==> src/rtl/countdown_ctrl_if.sv <==
// -----------------------------------------------------------------------------
// countdown_ctrl_if
// Bundles the button/tick/finish inputs and the preset/control/display outputs
// of the countdown timer sequencing controller.
//   master : drives tick, up, down, left, right, start, finish;
//            observes preset, load, go, cursor, blink_mask, alarm, state
//   slave  : the controller side (inputs/outputs reversed)
// -----------------------------------------------------------------------------
interface countdown_ctrl_if;
  logic        tick;
  logic        up;
  logic        down;
  logic        left;
  logic        right;
  logic        start;
  logic        finish;
  logic [15:0] preset;
  logic        load;
  logic        go;
  logic [1:0]  cursor;
  logic [3:0]  blink_mask;
  logic        alarm;
  logic [2:0]  state;

  modport master (
    output tick, up, down, left, right, start, finish,
    input  preset, load, go, cursor, blink_mask, alarm, state
  );

  modport slave (
    input  tick, up, down, left, right, start, finish,
    output preset, load, go, cursor, blink_mask, alarm, state
  );
endinterface

==> src/rtl/countdown_ctrl.sv <==
// -----------------------------------------------------------------------------
// countdown_ctrl
// Sequencing controller for the countdown timer. Turns debounced button levels
// into BCD MM:SS preset editing, a one-cycle load pulse, a count enable and
// alarm handling.
//
// Ports:
//   clk  : system clock, rising edge
//   rst  : asynchronous active-high reset
//   bus  : countdown_ctrl_if.slave
//          in : tick (1 Hz one-clk pulse), up/down/left/right/start levels,
//               finish (datapath reached 0000)
//          out: preset[15:0], load, go, cursor[1:0], blink_mask[3:0],
//               alarm, state[2:0] (IDLE=0 EDIT=1 RUN=2 PAUSE=3 ALARM=4)
//
// Optional build macro: AUTO_REPEAT_EN
//   When defined, holding up or down alone in EDIT repeats the step after
//   REPEAT_DELAY cycles and then every REPEAT_RATE cycles.
// -----------------------------------------------------------------------------
module countdown_ctrl #(
  parameter int unsigned ALARM_SECS   = 10,
  parameter int unsigned REPEAT_DELAY = 50000000,
  parameter int unsigned REPEAT_RATE  = 10000000
) (
  input  logic            clk,
  input  logic            rst,
  countdown_ctrl_if.slave bus
);

  typedef enum logic [2:0] {
    IDLE  = 3'd0,
    EDIT  = 3'd1,
    RUN   = 3'd2,
    PAUSE = 3'd3,
    ALARM = 3'd4
  } state_t;

  // Alarm counter holds 0 .. ALARM_SECS-1 ticks seen so far.
  localparam int unsigned ALARM_W = (ALARM_SECS > 1) ? $clog2(ALARM_SECS) : 1;

  // Button vector ordering: [0]=up [1]=down [2]=left [3]=right [4]=start
  logic [4:0]         btn_s;
  logic [4:0]         edge_s;
  logic [4:0]         prev_r;

  state_t             state_r, state_n;
  logic [15:0]        preset_r, preset_n;
  logic [1:0]         cursor_r, cursor_n;
  logic               load_r, load_n;
  logic               go_r, go_n;
  logic               alarm_r, alarm_n;
  logic [3:0]         blink_r, blink_n;
  logic [ALARM_W-1:0] alarm_cnt_r, alarm_cnt_n;

  logic               rep_up_s;
  logic               rep_dn_s;
  logic               up_step_s;
  logic               dn_step_s;
  logic [3:0]         cur_digit_s;
  logic [3:0]         cur_max_s;

  // Minutes/seconds tens digits (odd positions) run 0-5, units digits 0-9.
  function automatic logic [3:0] digit_max(input logic [1:0] pos);
    logic [3:0] m;
    if (pos[0]) begin
      m = 4'd5;
    end else begin
      m = 4'd9;
    end
    return m;
  endfunction

  // One wrapping BCD step up or down within 0..max.
  function automatic logic [3:0] digit_step(input logic [3:0] val,
                                            input logic [3:0] max,
                                            input logic       dir_up);
    logic [3:0] r;
    if (dir_up) begin
      if (val >= max) begin
        r = 4'd0;
      end else begin
        r = val + 4'd1;
      end
    end else begin
      if (val == 4'd0) begin
        r = max;
      end else begin
        r = val - 4'd1;
      end
    end
    return r;
  endfunction

  assign btn_s       = {bus.start, bus.right, bus.left, bus.down, bus.up};
  // Rising edge seen at this clock edge acts on the registers updated by it.
  assign edge_s      = btn_s & ~prev_r;
  assign cur_digit_s = preset_r[{cursor_r, 2'b00} +: 4];
  assign cur_max_s   = digit_max(cursor_r);

`ifdef AUTO_REPEAT_EN
  localparam int unsigned REP_W = $clog2(REPEAT_DELAY + 1);

  logic [REP_W-1:0] rep_cnt_r, rep_cnt_n;
  logic             rep_fire_s;

  // Repeat timer: counts cycles a single up/down stays held in EDIT; on
  // firing it is rewound so the next fire comes REPEAT_RATE cycles later.
  always_comb begin
    rep_cnt_n  = '0;
    rep_fire_s = 1'b0;
    if ((state_r == EDIT) && !edge_s[4] && !edge_s[0] && !edge_s[1] &&
        (bus.up ^ bus.down)) begin
      if (rep_cnt_r == REP_W'(REPEAT_DELAY - 32'd1)) begin
        rep_fire_s = 1'b1;
        rep_cnt_n  = REP_W'(REPEAT_DELAY - REPEAT_RATE);
      end else begin
        rep_cnt_n  = rep_cnt_r + REP_W'(1);
      end
    end else begin
      rep_cnt_n = '0;
    end
  end

  // Repeat timer register.
  always_ff @(posedge clk or posedge rst) begin
    if (rst) begin
      rep_cnt_r <= '0;
    end else begin
      rep_cnt_r <= rep_cnt_n;
    end
  end

  assign rep_up_s = rep_fire_s & bus.up;
  assign rep_dn_s = rep_fire_s & bus.down;
`else
  assign rep_up_s = 1'b0;
  assign rep_dn_s = 1'b0;
`endif

  assign up_step_s = edge_s[0] | rep_up_s;
  assign dn_step_s = edge_s[1] | rep_dn_s;

  // Next-state, preset/cursor editing and alarm tick counting.
  always_comb begin
    state_n     = state_r;
    preset_n    = preset_r;
    cursor_n    = cursor_r;
    load_n      = 1'b0;
    alarm_cnt_n = alarm_cnt_r;
    case (state_r)
      IDLE: begin
        if (edge_s[4]) begin
          if (preset_r != 16'h0000) begin
            state_n = RUN;
            load_n  = 1'b1;
          end else begin
            state_n = IDLE;
          end
        end else if (|edge_s[3:0]) begin
          // Entering EDIT swallows the edge; the digit is not touched.
          state_n = EDIT;
        end else begin
          state_n = IDLE;
        end
      end
      EDIT: begin
        if (edge_s[4]) begin
          if (preset_r != 16'h0000) begin
            state_n = RUN;
            load_n  = 1'b1;
          end else begin
            state_n = IDLE;
          end
        end else begin
          // Digit is edited at the old cursor before the cursor moves.
          if (up_step_s && !dn_step_s) begin
            preset_n[{cursor_r, 2'b00} +: 4] = digit_step(cur_digit_s, cur_max_s, 1'b1);
          end else if (dn_step_s && !up_step_s) begin
            preset_n[{cursor_r, 2'b00} +: 4] = digit_step(cur_digit_s, cur_max_s, 1'b0);
          end else begin
            preset_n = preset_r;
          end
          if (edge_s[2] && !edge_s[3]) begin
            cursor_n = cursor_r + 2'd1;
          end else if (edge_s[3] && !edge_s[2]) begin
            cursor_n = cursor_r - 2'd1;
          end else begin
            cursor_n = cursor_r;
          end
        end
      end
      RUN: begin
        // finish outranks a simultaneous start edge.
        if (bus.finish) begin
          state_n     = ALARM;
          alarm_cnt_n = '0;
        end else if (edge_s[4]) begin
          state_n = PAUSE;
        end else begin
          state_n = RUN;
        end
      end
      PAUSE: begin
        if (edge_s[4]) begin
          state_n = RUN;
        end else if (|edge_s[3:0]) begin
          state_n = EDIT;
        end else begin
          state_n = PAUSE;
        end
      end
      ALARM: begin
        if (|edge_s) begin
          state_n = IDLE;
        end else if (bus.tick) begin
          if (alarm_cnt_r == ALARM_W'(ALARM_SECS - 32'd1)) begin
            state_n = IDLE;
          end else begin
            alarm_cnt_n = alarm_cnt_r + ALARM_W'(1);
          end
        end else begin
          state_n = ALARM;
        end
      end
      default: begin
        state_n = IDLE;
      end
    endcase
  end

  // Output decode from the next state so the registered outputs track it.
  always_comb begin
    go_n    = (state_n == RUN);
    alarm_n = (state_n == ALARM);
    case (state_n)
      EDIT:    blink_n = 4'b0001 << cursor_n;
      ALARM:   blink_n = 4'b1111;
      default: blink_n = 4'b0000;
    endcase
  end

  // State, datapath control and display registers.
  always_ff @(posedge clk or posedge rst) begin
    if (rst) begin
      state_r     <= IDLE;
      preset_r    <= 16'h0000;
      cursor_r    <= 2'd0;
      load_r      <= 1'b0;
      go_r        <= 1'b0;
      alarm_r     <= 1'b0;
      blink_r     <= 4'b0000;
      alarm_cnt_r <= '0;
      prev_r      <= 5'b00000;
    end else begin
      state_r     <= state_n;
      preset_r    <= preset_n;
      cursor_r    <= cursor_n;
      load_r      <= load_n;
      go_r        <= go_n;
      alarm_r     <= alarm_n;
      blink_r     <= blink_n;
      alarm_cnt_r <= alarm_cnt_n;
      prev_r      <= btn_s;
    end
  end

  assign bus.preset     = preset_r;
  assign bus.load       = load_r;
  assign bus.go         = go_r;
  assign bus.cursor     = cursor_r;
  assign bus.blink_mask = blink_r;
  assign bus.alarm      = alarm_r;
  assign bus.state      = state_r;

endmodule

==> src/flat_wrapper.sv <==
// flat-port wrapper written by rule: the top's interface ports become plain ports
module countdown_ctrl_flat 
#(
  parameter int unsigned ALARM_SECS   = 10,
  parameter int unsigned REPEAT_DELAY = 50000000,
  parameter int unsigned REPEAT_RATE  = 10000000
)
  (clk, rst, bus_tick, bus_up, bus_down, bus_left, bus_right, bus_start, bus_finish, bus_preset, bus_load, bus_go, bus_cursor, bus_blink_mask, bus_alarm, bus_state);
  countdown_ctrl_if bus_i ();
  input  logic clk;
  input  logic rst;
  input wire logic [$bits(bus_i.tick)-1:0] bus_tick;
  input wire logic [$bits(bus_i.up)-1:0] bus_up;
  input wire logic [$bits(bus_i.down)-1:0] bus_down;
  input wire logic [$bits(bus_i.left)-1:0] bus_left;
  input wire logic [$bits(bus_i.right)-1:0] bus_right;
  input wire logic [$bits(bus_i.start)-1:0] bus_start;
  input wire logic [$bits(bus_i.finish)-1:0] bus_finish;
  output wire logic [$bits(bus_i.preset)-1:0] bus_preset;
  output wire logic [$bits(bus_i.load)-1:0] bus_load;
  output wire logic [$bits(bus_i.go)-1:0] bus_go;
  output wire logic [$bits(bus_i.cursor)-1:0] bus_cursor;
  output wire logic [$bits(bus_i.blink_mask)-1:0] bus_blink_mask;
  output wire logic [$bits(bus_i.alarm)-1:0] bus_alarm;
  output wire logic [$bits(bus_i.state)-1:0] bus_state;
  assign bus_i.tick = bus_tick;
  assign bus_i.up = bus_up;
  assign bus_i.down = bus_down;
  assign bus_i.left = bus_left;
  assign bus_i.right = bus_right;
  assign bus_i.start = bus_start;
  assign bus_i.finish = bus_finish;
  assign bus_preset = bus_i.preset;
  assign bus_load = bus_i.load;
  assign bus_go = bus_i.go;
  assign bus_cursor = bus_i.cursor;
  assign bus_blink_mask = bus_i.blink_mask;
  assign bus_alarm = bus_i.alarm;
  assign bus_state = bus_i.state;
  countdown_ctrl #(.ALARM_SECS(ALARM_SECS), .REPEAT_DELAY(REPEAT_DELAY), .REPEAT_RATE(REPEAT_RATE)) u_core (.clk(clk), .rst(rst), .bus(bus_i));
endmodule
==> config.mk <==
export PLATFORM = sky130hd
export DESIGN_NAME = countdown_ctrl_flat
export DESIGN_NICKNAME = d
export VERILOG_FILES = /design/src/rtl/countdown_ctrl_if.sv /design/src/rtl/countdown_ctrl.sv /design/src/flat_wrapper.sv
export SDC_FILE = /design/constraint.sdc
export NUM_CORES = 1
export LEC_CHECK = 0
export BUFFER_PORTS_ARGS = -buffer_cell sky130_fd_sc_hd__clkbuf_2
export CAP_MARGIN = 20
export CORE_MARGIN = 1
export CORE_UTILIZATION = 55
export CTS_BUF_LIST = sky130_fd_sc_hd__clkbuf_8
export CTS_CLUSTER_SIZE = 20
export DETAILED_ROUTE_END_ITERATION = 7
export HOLD_SLACK_MARGIN = 0.08
export PLACE_DENSITY = 0.8
export SETUP_SLACK_MARGIN = 0.3
export SLEW_MARGIN = 40
export SYNTH_ARGS = -nofsm -noshare
export SYNTH_HDL_FRONTEND = slang
export SYNTH_SLANG_ARGS = --single-unit
==> constraint.sdc <==
create_clock -name clk -period 5.7 [get_ports clk]
set_clock_uncertainty 0.1 [all_clocks]
set_input_delay 0.855 -clock clk [delete_from_list [all_inputs] [get_ports clk]]
set_output_delay 0.855 -clock clk [all_outputs]
set_load 0.01 [all_outputs]
==> results of run 1 <==
[cell families (layout without fill, tap and decap cells)]
logic type | count (synthesis) | in the layout
flops | 37 | 37
fa+ha+maj | 14 | 14
simple gates | 71 | 71
mux | 11 | 11
buf+inv | 22 | 64
compound gates | 54 | 54
xor+xnor | 4 | 4
[registers in the layout, summed over array words and instances (netlist names)]
| signal | cells |
|---|---|
| u_core.prev_r | 5 |
| u_core.bus.load | 1 |
| u_core.bus.state | 3 |
| u_core.alarm_cnt_r | 4 |
| u_core.bus.blink_mask | 4 |
| u_core.bus.preset | 16 |
| u_core.bus.alarm | 1 |
| u_core.bus.go | 1 |
| u_core.bus.cursor | 2 |
[cell type report]
cell class,count,area share (%)
Multi-Input combinational cell,154,45.5
Inverter,19,2.85
Sequential cell,37,37.0
Tap cell,48,2.40
Timing Repair Buffer,37,7.51
Clock inverter,2,1.35
Clock buffer,6,3.30
[worst min-delay path, stage by stage (launching register included)]
cell,delay (ns)
sky130_fd_sc_hd__dfrtp_1,0.39
sky130_fd_sc_hd__nand2_1,0.06
sky130_fd_sc_hd__o31ai_1,0.06
[layout by cell type, fill, tap and decap left out, types with 3 or more instances in the layout]
cell type / n
sky130_fd_sc_hd__ha_1: 14
sky130_fd_sc_hd__a21oi_1: 7
sky130_fd_sc_hd__mux2i_1: 5
sky130_fd_sc_hd__nand2_1: 20
sky130_fd_sc_hd__or3_1: 5
sky130_fd_sc_hd__nor3b_1: 4
sky130_fd_sc_hd__nor2_1: 8
sky130_fd_sc_hd__o41ai_1: 4
sky130_fd_sc_hd__clkbuf_2: 36
sky130_fd_sc_hd__nand3_1: 10
sky130_fd_sc_hd__nand4_1: 5
sky130_fd_sc_hd__mux4_2: 3
sky130_fd_sc_hd__inv_1: 20
sky130_fd_sc_hd__nand2b_1: 6
sky130_fd_sc_hd__xnor2_1: 3
sky130_fd_sc_hd__nor4_1: 4
sky130_fd_sc_hd__o21ai_0: 15
sky130_fd_sc_hd__dfrtp_1: 37
sky130_fd_sc_hd__o31ai_1: 8
sky130_fd_sc_hd__clkbuf_8: 6
[synth_stat cells (3+ instances only)]
master	instances
sky130_fd_sc_hd__dfrtp_1	37
sky130_fd_sc_hd__o31ai_1	8
sky130_fd_sc_hd__a21oi_1	7
sky130_fd_sc_hd__o41ai_1	4
sky130_fd_sc_hd__nand4_1	5
sky130_fd_sc_hd__nand3_1	10
sky130_fd_sc_hd__nor4_1	4
sky130_fd_sc_hd__nor2_1	8
sky130_fd_sc_hd__ha_1	14
sky130_fd_sc_hd__mux2i_1	5
sky130_fd_sc_hd__xnor2_1	3
sky130_fd_sc_hd__or3_1	5
sky130_fd_sc_hd__nand2b_1	6
sky130_fd_sc_hd__inv_1	19
sky130_fd_sc_hd__nor3b_1	4
sky130_fd_sc_hd__mux4_2	3
sky130_fd_sc_hd__nand2_1	20
sky130_fd_sc_hd__o21ai_0	15
[final timing paths]
path                       depth (start not counted)               endpoint
setup / recovery                                   8   u_core.bus.preset[6]
hold / removal                                     2  u_core.alarm_cnt_r[1]
setup reg to reg                                   8   u_core.bus.preset[6]
hold reg to reg                                    2  u_core.alarm_cnt_r[1]
max in group asynchronous                          3   u_core.bus.preset[2]
min in group asynchronous                          3       u_core.prev_r[1]
[power groups by stage]
stage	logic [mW]	clock network [mW]	registers, mW
after floorplan	0.481	0	0.451
after global placement	0.639	0	0.471
after detailed placement	0.649	0	0.475
after CTS	0.653	0.232	0.471
after global routing	0.737	0.241	0.491
final	0.662	0.227	0.475
[per-stage QoR]
| step | hold slack, ns | utilization [%] | cell area (sq um) | cells |
|---|---|---|---|---|
| 2_1_floorplan | 0.397 | - | 2160 | 213 |
| 3_3_place_gp | 0.430 | 64.1 | 2380 | 295 |
| 3_5_place_dp | 0.434 | 64.1 | 2380 | 295 |
| 5_1_grt | 0.493 | 67.3 | 2500 | 303 |
| 4_1_cts | 0.451 | 67.3 | 2500 | 303 |
| 6_report | 0.446 | 67.3 | 2500 | 303 |
[routing by layer]
metal / vias to the layer above / track usage, %
li1: 877 / -
met1: 874 / 38.8
met2: 83 / 39.9
met3: 8 / 7.92
met4: 0 / 6.39
met5: - / 0
==> flow_summary_export.csv, run 1 <==
group,metric,value,unit
pwr,sequentialPowerShare,34.8,%
placed_design,dpl.hpwl,3.68,mm
worst_hold_path,min_from,"u_core.alarm_cnt_r[1]",
timing,hold_viol,0,
placed_design,post-place-ws,2.34,ns
clocking,cts_htree_levels,2,
setup_path,critical_path_arrival,3.45,ns
yosys,area_share_of_fa_ha_maj_cells_after_synthesis,8.12,%
setup_path,worst_ep_required_time,5.75,ns
clocking,cts.root.buffer_cell,"sky130_fd_sc_hd__clkbuf_8",
routing,wire_per_inst,16.5,um
die,die_area,4180,sq um
finish,post_route_cells_drive_above_1_share,20.0,%
finish,area_of_the_multi_input_gates,1140,sq um
finish,regArea,926,sq um
clocking,postCtsHoldBufs,0,
worst_hold_path,hold_path_class,"reg2reg",
routing,dr.max_layer_used,"met4",
setup_path,timing.critical_path.from_type,"flop",
clocking,cts_resized,0,
yosys,synth-seq-cells,37,
grt,grt_start_max_net_pins,38,
timing,finalSetupViolations,0,
die,core.rowCount,22,
clocking,post_cts.repair.setup_buffers,0,
clocking,ctsLongestPathBuffers,2,
timing,final.period_utilization,59.6,%
setup_path,crit_path_frequent_cell,"sky130_fd_sc_hd__inv_1",
outcome,outcome,"complete, no violations",
timing,worst-slew-pin-transition,0.803,ns
yosys,leading_post_synthesis_cells_by_cell_area,"sky130_fd_sc_hd__dfrtp_1, sky130_fd_sc_hd__ha_1, sky130_fd_sc_hd__nand2_1",
die,initial_core_util,58.0,%
pwr,swShare,43.5,%
clocking,tritoncts,"yes",
timing,clock.fmax,0.295,GHz
yosys,synth-compound-area-share,18.3,%
routing,met2_layer_wire_length_in_the_routed_design,2.22,mm
yosys,async_reset_ff_share,100,%
yosys,yosysSeqAreaShare,42.9,%
finish,final_net_count,277,
grt,global_route.overflow_total,0,
setup_path,critical_path.max_stage_delay,0.87,ns
clocking,clk_pin_slew_worst_paths,0.07,ns
setup_path,timing.critical_path.fanout_max,19,
yosys,post-synth-top-area-cell,"sky130_fd_sc_hd__dfrtp_1",
timing,timing.setup.tns,0,ns
yosys,basic_gate_share_of_the_synthesized_area_counting_and_or_nand_and_nor_cells,17.0,%
grt,grt_pass1_vias,1728,
setup_path,critical_path.top_delay_family,"compound AO/OA/AOI/OAI gates",
setup_path,crit_type,"reg2reg",
grt,number_of_antenna_violations_at_the_first_check_in_global_routing,0,
pwr,internal_power,0.771,mW
pwr,p_clk_share,16.7,%
routing,detail_route.wirelength,4.99,mm
setup_path,cpMaxStageDelayCell,"sky130_fd_sc_hd__dfrtp_1",
yosys,synth-edff-count,0,
routing,route.detailed.vias_per_inst,6.08,
placed_design,place_congestion,0.945,
routing,ant_nets,0,
clocking,clk-insertion-delay-late,0.28,ns
yosys,yosys_warns,0,
timing,slew_viol_final,0,
timing,worst_slew_margin_rel,46.5,%
setup_path,critical_path.cell_chain,"mux4_1 -> inv_1 -> ha_1 -> inv_1 -> a2111oi_2 -> o311ai_0 -> a22oi_1 -> o21ai_0",
routing,wl_met1,2.27,mm
pwr,power.switching,0.593,mW
yosys,netlist_area,2160,sq um
yosys,syn-instance-count,213,
die,standard_cell_core_area,3720,sq um
setup_path,setup.worst_path.start,"u_core.bus.cursor[1]",
grt,global_route.usage.total,26.9,%
finish,filler_cell_count,311,
routing,drt_drc_violations_left,0,
yosys,synth_top_family_by_area,"compound AO/OA/AOI/OAI gates",
yosys,synth.net_count,236,
finish,area_growth_syn_to_layout,15.9,%
die,die-height,64.6,um
routing,first_pass_iters,4,
clocking,clkSinkCount,37,
yosys,most_used_dff_post_synth,"sky130_fd_sc_hd__dfrtp_1",
finish,antenna_cells_inserted,0,
yosys,synth.distinct_cells,45,
routing,first_iter_violations,56,
pwr,irDropWorstVdd,0.000319,V
setup_path,critical_path.reg2reg.startpoint,"u_core.bus.cursor[1]",
timing,shortest_period_the_worst_path_allows,3.39,ns
setup_path,r2r_slack,2.31,ns
yosys,synth-xor-area-share,1.62,%
setup_path,endpoint_kind,"flop",
timing,setup_slack,2.31,ns
grt,grt_first_pass_wirelength,8.44,mm
yosys,yosysTopAreaCellShare,42.9,%
job,cap_violations,0,
routing,vias,1842,
timing,unrepaired_setup_endpoints_after_global_routing,"false",
pwr,power,1.36,mW
pwr,share_comb_of_total_power,48.5,%
pwr,pwr_density_cell,546,nW/um^2
die,die_w,64.6,um
die,num_io_pins,37,
clocking,numCtsBuffers,5,
setup_path,cp_num_buf_inv,2,
routing,route.met3.wl,463,um
yosys,synth_area_per_cell,10.1,sq um
yosys,multiplexer_area_fraction_after_synthesis,7.71,%
placed_design,io_buffer_count,36,
pwr,leakagePower,1.22,nW
No activity file was read; power rests on OpenSTA's default activity.
==> inputs of run 2 (changes only) <==
CORE_UTILIZATION = 52   (was 55)
clock period = 3.1 ns   (was 5.7 ns; I/O delays follow)
==> run 2 against run 1 <==
  * Register-to-register slack worse by 1.8 ns
  * Combinational power is 120% higher
  * Power is 98% higher
  * Global-route usage is 0.52 points higher
  * Sequential power is 74% higher
  * Non-clock buffer count is 11 higher
  * Design area is 4.2% higher
  * Cell count is 4.3% higher
  * Largest power group unchanged
==> flow_summary_export.csv, run 2 (same netlist as run 1, synthesis figures left out) <==
group,metric,value,unit
setup_path,crit_path_frequent_cell,"sky130_fd_sc_hd__a21oi_1",
clocking,numCtsBuffers,5,
setup_path,worst_ep_required_time,3.20,ns
placed_design,post-place-ws,0.299,ns
setup_path,cpMaxStageDelayCell,"sky130_fd_sc_hd__mux4_2",
setup_path,critical_path_arrival,2.74,ns
finish,area_growth_syn_to_layout,20.8,%
clocking,clk-insertion-delay-late,0.30,ns
finish,largest_register_ff_count,16,
clocking,cts_htree_levels,2,
pwr,leakagePower,1.27,nW
clocking,cts.root.buffer_cell,"sky130_fd_sc_hd__clkbuf_8",
timing,setup_slack,0.458,ns
finish,final_net_count,288,
routing,drt_drc_violations_left,0,
grt,global_route.overflow_total,0,
pwr,irDropWorstVdd,0.000721,V
finish,antenna_cells_inserted,0,
die,num_io_pins,37,
setup_path,crit_type,"reg2reg",
setup_path,timing.critical_path.from_type,"flop",
setup_path,critical_path.max_stage_delay,0.60,ns
die,core.rowCount,23,
die,initial_core_util,53.9,%
placed_design,io_buffer_count,36,
setup_path,r2r_slack,0.46,ns
pwr,pwr_density_cell,1040,nW/um^2
placed_design,dpl.hpwl,3.82,mm
setup_path,critical_path.cell_chain,"buf_4 -> mux4_2 -> ha_1 -> a21o_1 -> a21oi_1 -> a21oi_1 -> o31ai_1",
routing,detail_route.wirelength,5.45,mm
timing,worst_slew_margin_rel,50.6,%
finish,final_common_cell,"sky130_fd_sc_hd__clkbuf_2",
timing,timing.setup.tns,0,ns
die,die_w,66.4,um
routing,first_pass_iters,4,
routing,first_iter_violations,113,
routing,ant_nets,0,
finish,post_route_cells_drive_above_1_share,25.2,%
routing,vias,1920,
die,die-height,66.4,um
timing,shortest_period_the_worst_path_allows,2.64,ns
setup_path,endpoint_kind,"flop",
placed_design,place_congestion,0.916,
worst_hold_path,hold_path_class,"in2async",
outcome,outcome,"complete, no violations",
routing,route.detailed.vias_per_inst,6.08,
timing,hold_viol,0,
job,cap_violations,0,
routing,wire_per_inst,17.2,um
clocking,clk_pin_slew_worst_paths,0.08,ns
clocking,tritoncts,"yes",
timing,clock.fmax,0.378,GHz
grt,number_of_antenna_violations_at_the_first_check_in_global_routing,0,
timing,final.period_utilization,85.2,%
grt,grt_first_pass_wirelength,8.78,mm
die,die_area,4410,sq um
die,standard_cell_core_area,4000,sq um
grt,global_route.usage.total,27.4,%
finish,most-common-layout-cells,"sky130_fd_sc_hd__clkbuf_2, sky130_fd_sc_hd__dfrtp_1, sky130_fd_sc_hd__nand2_1",
setup_path,timing.critical_path.fanout_max,11,
setup_path,reg2reg_depth,7,
clocking,clkSinkCount,37,
timing,slew_viol_final,0,
grt,grt_start_max_net_pins,38,
clocking,ctsLongestPathBuffers,2,
grt,grt_pass1_vias,1884,
timing,finalSetupViolations,0,
timing,unrepaired_setup_endpoints_after_global_routing,"false",
timing,worst-slew-pin-transition,0.734,ns
finish,final_core_utilization,65.1,%
[run 2: repair_timing]
action	CTS	global route
gates resized for setup	1	6
setup endpoints to repair	3	10
hold buffers	0	0
pin swaps	1	1
buffers inserted	0	4
[run 2: worst paths after layout]
| path | start | endpoint |
|---|---|---|
| min in group clk | bus_up | u_core.prev_r[0] |
| worst min register to register | u_core.alarm_cnt_r[1] | u_core.alarm_cnt_r[1] |
| worst max-delay path | u_core.bus.cursor[1] | u_core.bus.preset[15] |
| worst max register to register | u_core.bus.cursor[1] | u_core.bus.preset[15] |
| worst min-delay path | rst | u_core.bus.preset[14] |
| max in group asynchronous | rst | u_core.bus.cursor[1] |
[run 2: where the power goes]
group          internal, mW  switching [mW]
clock network         0.262           0.180
logic                 0.630           0.806
registers             0.632           0.193
[run 2: cell type report]
type / count / area (sq um)
clock buffers: 6 / 82.6
clock inverters: 2 / 37.5
fillers: 325 / 1400
inverters: 19 / 71.3
multi-input cells: 154 / 1150
flip-flops and latches: 37 / 928
well taps: 50 / 62.6
repair buffers: 48 / 270
[run 2: worst max-delay path: cells and delay by family, from the launching register on]
kind | cells | cell delay (ns)
adder cells (fa/ha/maj) | 1 | 0.30
flip-flops | 1 | 0.43
buffers and inverters | 1 | 0.24
multiplexers | 1 | 0.60
AO/OA/AOI/OAI | 4 | 0.87
[run 2: metrics by stage]
| step | cells | power, mW | hold WS, ns | instance area, sq um |
|---|---|---|---|---|
| detailed placement | 304 | 2.15 | 0.432 | 2440 |
| floorplan | 213 | 1.71 | 0.396 | 2160 |
| global route | 316 | 2.88 | 0.185 | 2610 |
| CTS | 312 | 2.61 | 0.146 | 2560 |
| finish | 316 | 2.70 | 0.134 | 2610 |
| global placement | 304 | 2.12 | 0.422 | 2440 |
[run 2: routing by layer]
| metal | track usage, % | wire (um) | vias to the layer above |
|---|---|---|---|
| met3 | 5.52 | 323 | 15 |
| met2 | 48.1 | 2730 | 78 |
| met4 | 13.8 | 164 | 0 |
| li1 | - | - | 887 |
| met5 | 0 | 0 | - |
| met1 | 31.5 | 2230 | 940 |
==> inputs of run 3 (changes only) <==
GPL_TIMING_DRIVEN = 0   (was not set)
==> run 3 against run 2 <==
  * Critical path depth rose by 3
  * Combinational power barely moved
  * Via count fell by 3.3%
  * Power fell by 3.7%
  * First-iteration DRC count rose by 58%
  * Core utilization fell by 0.81 points
  * Worst setup slack got worse by 0.034 ns
  * Design area fell by 1.2%
  * Critical path type unchanged
  * Largest cell class unchanged
==> flow_summary_export.csv, run 3 (same netlist as run 1, synthesis figures left out) <==
group,metric,value,unit
finish,most-common-layout-cells,"sky130_fd_sc_hd__clkbuf_2, sky130_fd_sc_hd__dfrtp_1, sky130_fd_sc_hd__nand2_1",
setup_path,critical_path_arrival,2.78,ns
placed_design,post-place-ws,-0.0485,ns
finish,layoutNonFillerInstCount,316,
clocking,clk-insertion-delay-late,0.29,ns
clocking,clkSinkCount,37,
setup_path,timing.critical_path.from_type,"flop",
routing,wire_per_inst,16.2,um
timing,worst-slew-pin-transition,0.683,ns
routing,detail_route.wirelength,5.11,mm
worst_hold_path,hold_path_class,"in2async",
timing,timing.setup.tns,0,ns
grt,global_route.overflow_total,0,
die,core.rowCount,23,
die,die_w,66.4,um
placed_design,dpl.cell_count,299,
pwr,leakagePower,1.25,nW
timing,slew_viol_final,0,
die,standard_cell_core_area,4000,sq um
clocking,numCtsBuffers,5,
setup_path,timing.critical_path.fanout_max,7,
pwr,pwr_density_cell,1010,nW/um^2
clocking,ctsLongestPathBuffers,2,
grt,number_of_antenna_violations_at_the_first_check_in_global_routing,0,
placed_design,detailed_place.area,2400,sq um
finish,design_area,2570,sq um
die,initial_core_util,53.9,%
die,num_io_pins,37,
placed_design,dpl.hpwl,3.70,mm
placed_design,place_congestion,0.933,
routing,vias,1857,
timing,shortest_period_the_worst_path_allows,2.68,ns
die,die_area,4410,sq um
grt,grt_start_max_net_pins,38,
pwr,irDropWorstVdd,0.000544,V
clocking,cts.root.buffer_cell,"sky130_fd_sc_hd__clkbuf_8",
timing,setup_slack,0.424,ns
timing,hold_viol,0,
finish,post_route_cells_drive_above_1_share,26.3,%
setup_path,endpoint_kind,"flop",
grt,grt_pass1_vias,1808,
clocking,cts_htree_levels,2,
grt,grt_first_pass_wirelength,8.65,mm
placed_design,io_buffer_count,36,
job,cap_violations,0,
routing,first_pass_iters,4,
routing,route.detailed.vias_per_inst,5.88,
routing,first_iter_violations,179,
timing,final.hold.worst_slack,0.108,ns
setup_path,crit_type,"reg2reg",
timing,worst_slew_margin_rel,54.1,%
setup_path,worst_ep_required_time,3.21,ns
timing,unrepaired_setup_endpoints_after_global_routing,"false",
finish,largest_register_ff_count,16,
setup_path,r2r_slack,0.42,ns
clocking,tritoncts,"yes",
outcome,outcome,"complete, no violations",
finish,final_net_count,288,
finish,area_growth_syn_to_layout,19.3,%
timing,final.period_utilization,86.3,%
timing,finalSetupViolations,0,
grt,global_route.usage.total,26.9,%
die,die-height,66.4,um
routing,drt_drc_violations_left,0,
routing,ant_nets,0,
timing,clock.fmax,0.374,GHz
clocking,clk_pin_slew_worst_paths,0.07,ns
finish,antenna_cells_inserted,0,
==> run 3: where the power goes <==
part / switching [mW] / total (mW) / internal, mW
Clock: 0.172 / 0.327 / 0.155
Sequential: 0.181 / 0.813 / 0.632
Combinational: 0.807 / 1.46 / 0.657
==> run 3: timing repair <==
item	in CTS	in global routing
setup buffers	5	4
endpoints found under the hold margin	0	0
hold buffers	0	0
pin swaps	1	2
resized for setup	4	7
setup endpoints to repair	7	8
==> run 3: final timing paths <==
| kind | cells past startpoint | to | start |
|---|---|---|---|
| worst max register to register | 10 | u_core.bus.preset[10] | u_core.bus.cursor[1] |
| max in group asynchronous | 2 | u_core.bus.cursor[0] | rst |
| min in group clk | 1 | u_core.prev_r[1] | bus_down |
| worst min register to register | 2 | u_core.alarm_cnt_r[1] | u_core.alarm_cnt_r[1] |
| worst min-delay path | 2 | u_core.bus.preset[1] | rst |
| worst max-delay path | 10 | u_core.bus.preset[10] | u_core.bus.cursor[1] |
==> run 3: routing by layer <==
metal | share of wire (%) | vias up | track usage (%) | wire length, um
li1 | - | 896 | - | -
met1 | 43 | 879 | 35.2 | 2210
met2 | 50 | 72 | 44.3 | 2530
met3 | 5.4 | 10 | 5.17 | 276
met4 | 1.9 | 0 | 9.57 | 98
met5 | 0 | - | 0 | 0
==> run 3: metrics by stage <==
stage | power (mW) | utilization, %
floorplan | 1.71 | -
global placement | 2.07 | 60.0
detailed placement | 2.09 | 60.0
CTS | 2.53 | 63.4
global route | 2.83 | 64.3
finish | 2.60 | 64.3
==> run 3: final cells by class <==
type                       instances  area, sq um
multi-input combinational        154         1150
fill                             347         1430
buffer                             3         23.8
clock inverter                     3         17.5
clock buffer                       5         68.8
sequential                        37          927
tap                               50         62.6
timing repair buffer              45          248
inverter                          19         72.6
==> run 3: worst max-delay path, cell delays in order, from the launching register on <==
cell	delay (ns)
sky130_fd_sc_hd__dfrtp_1	0.37
sky130_fd_sc_hd__buf_6	0.15
sky130_fd_sc_hd__mux4_2	0.57
sky130_fd_sc_hd__inv_2	0.09
sky130_fd_sc_hd__ha_1	0.15
sky130_fd_sc_hd__inv_2	0.07
sky130_fd_sc_hd__or4_1	0.49
sky130_fd_sc_hd__o311ai_1	0.12
sky130_fd_sc_hd__a22oi_1	0.14
sky130_fd_sc_hd__buf_4	0.17
sky130_fd_sc_hd__o21ai_0	0.17
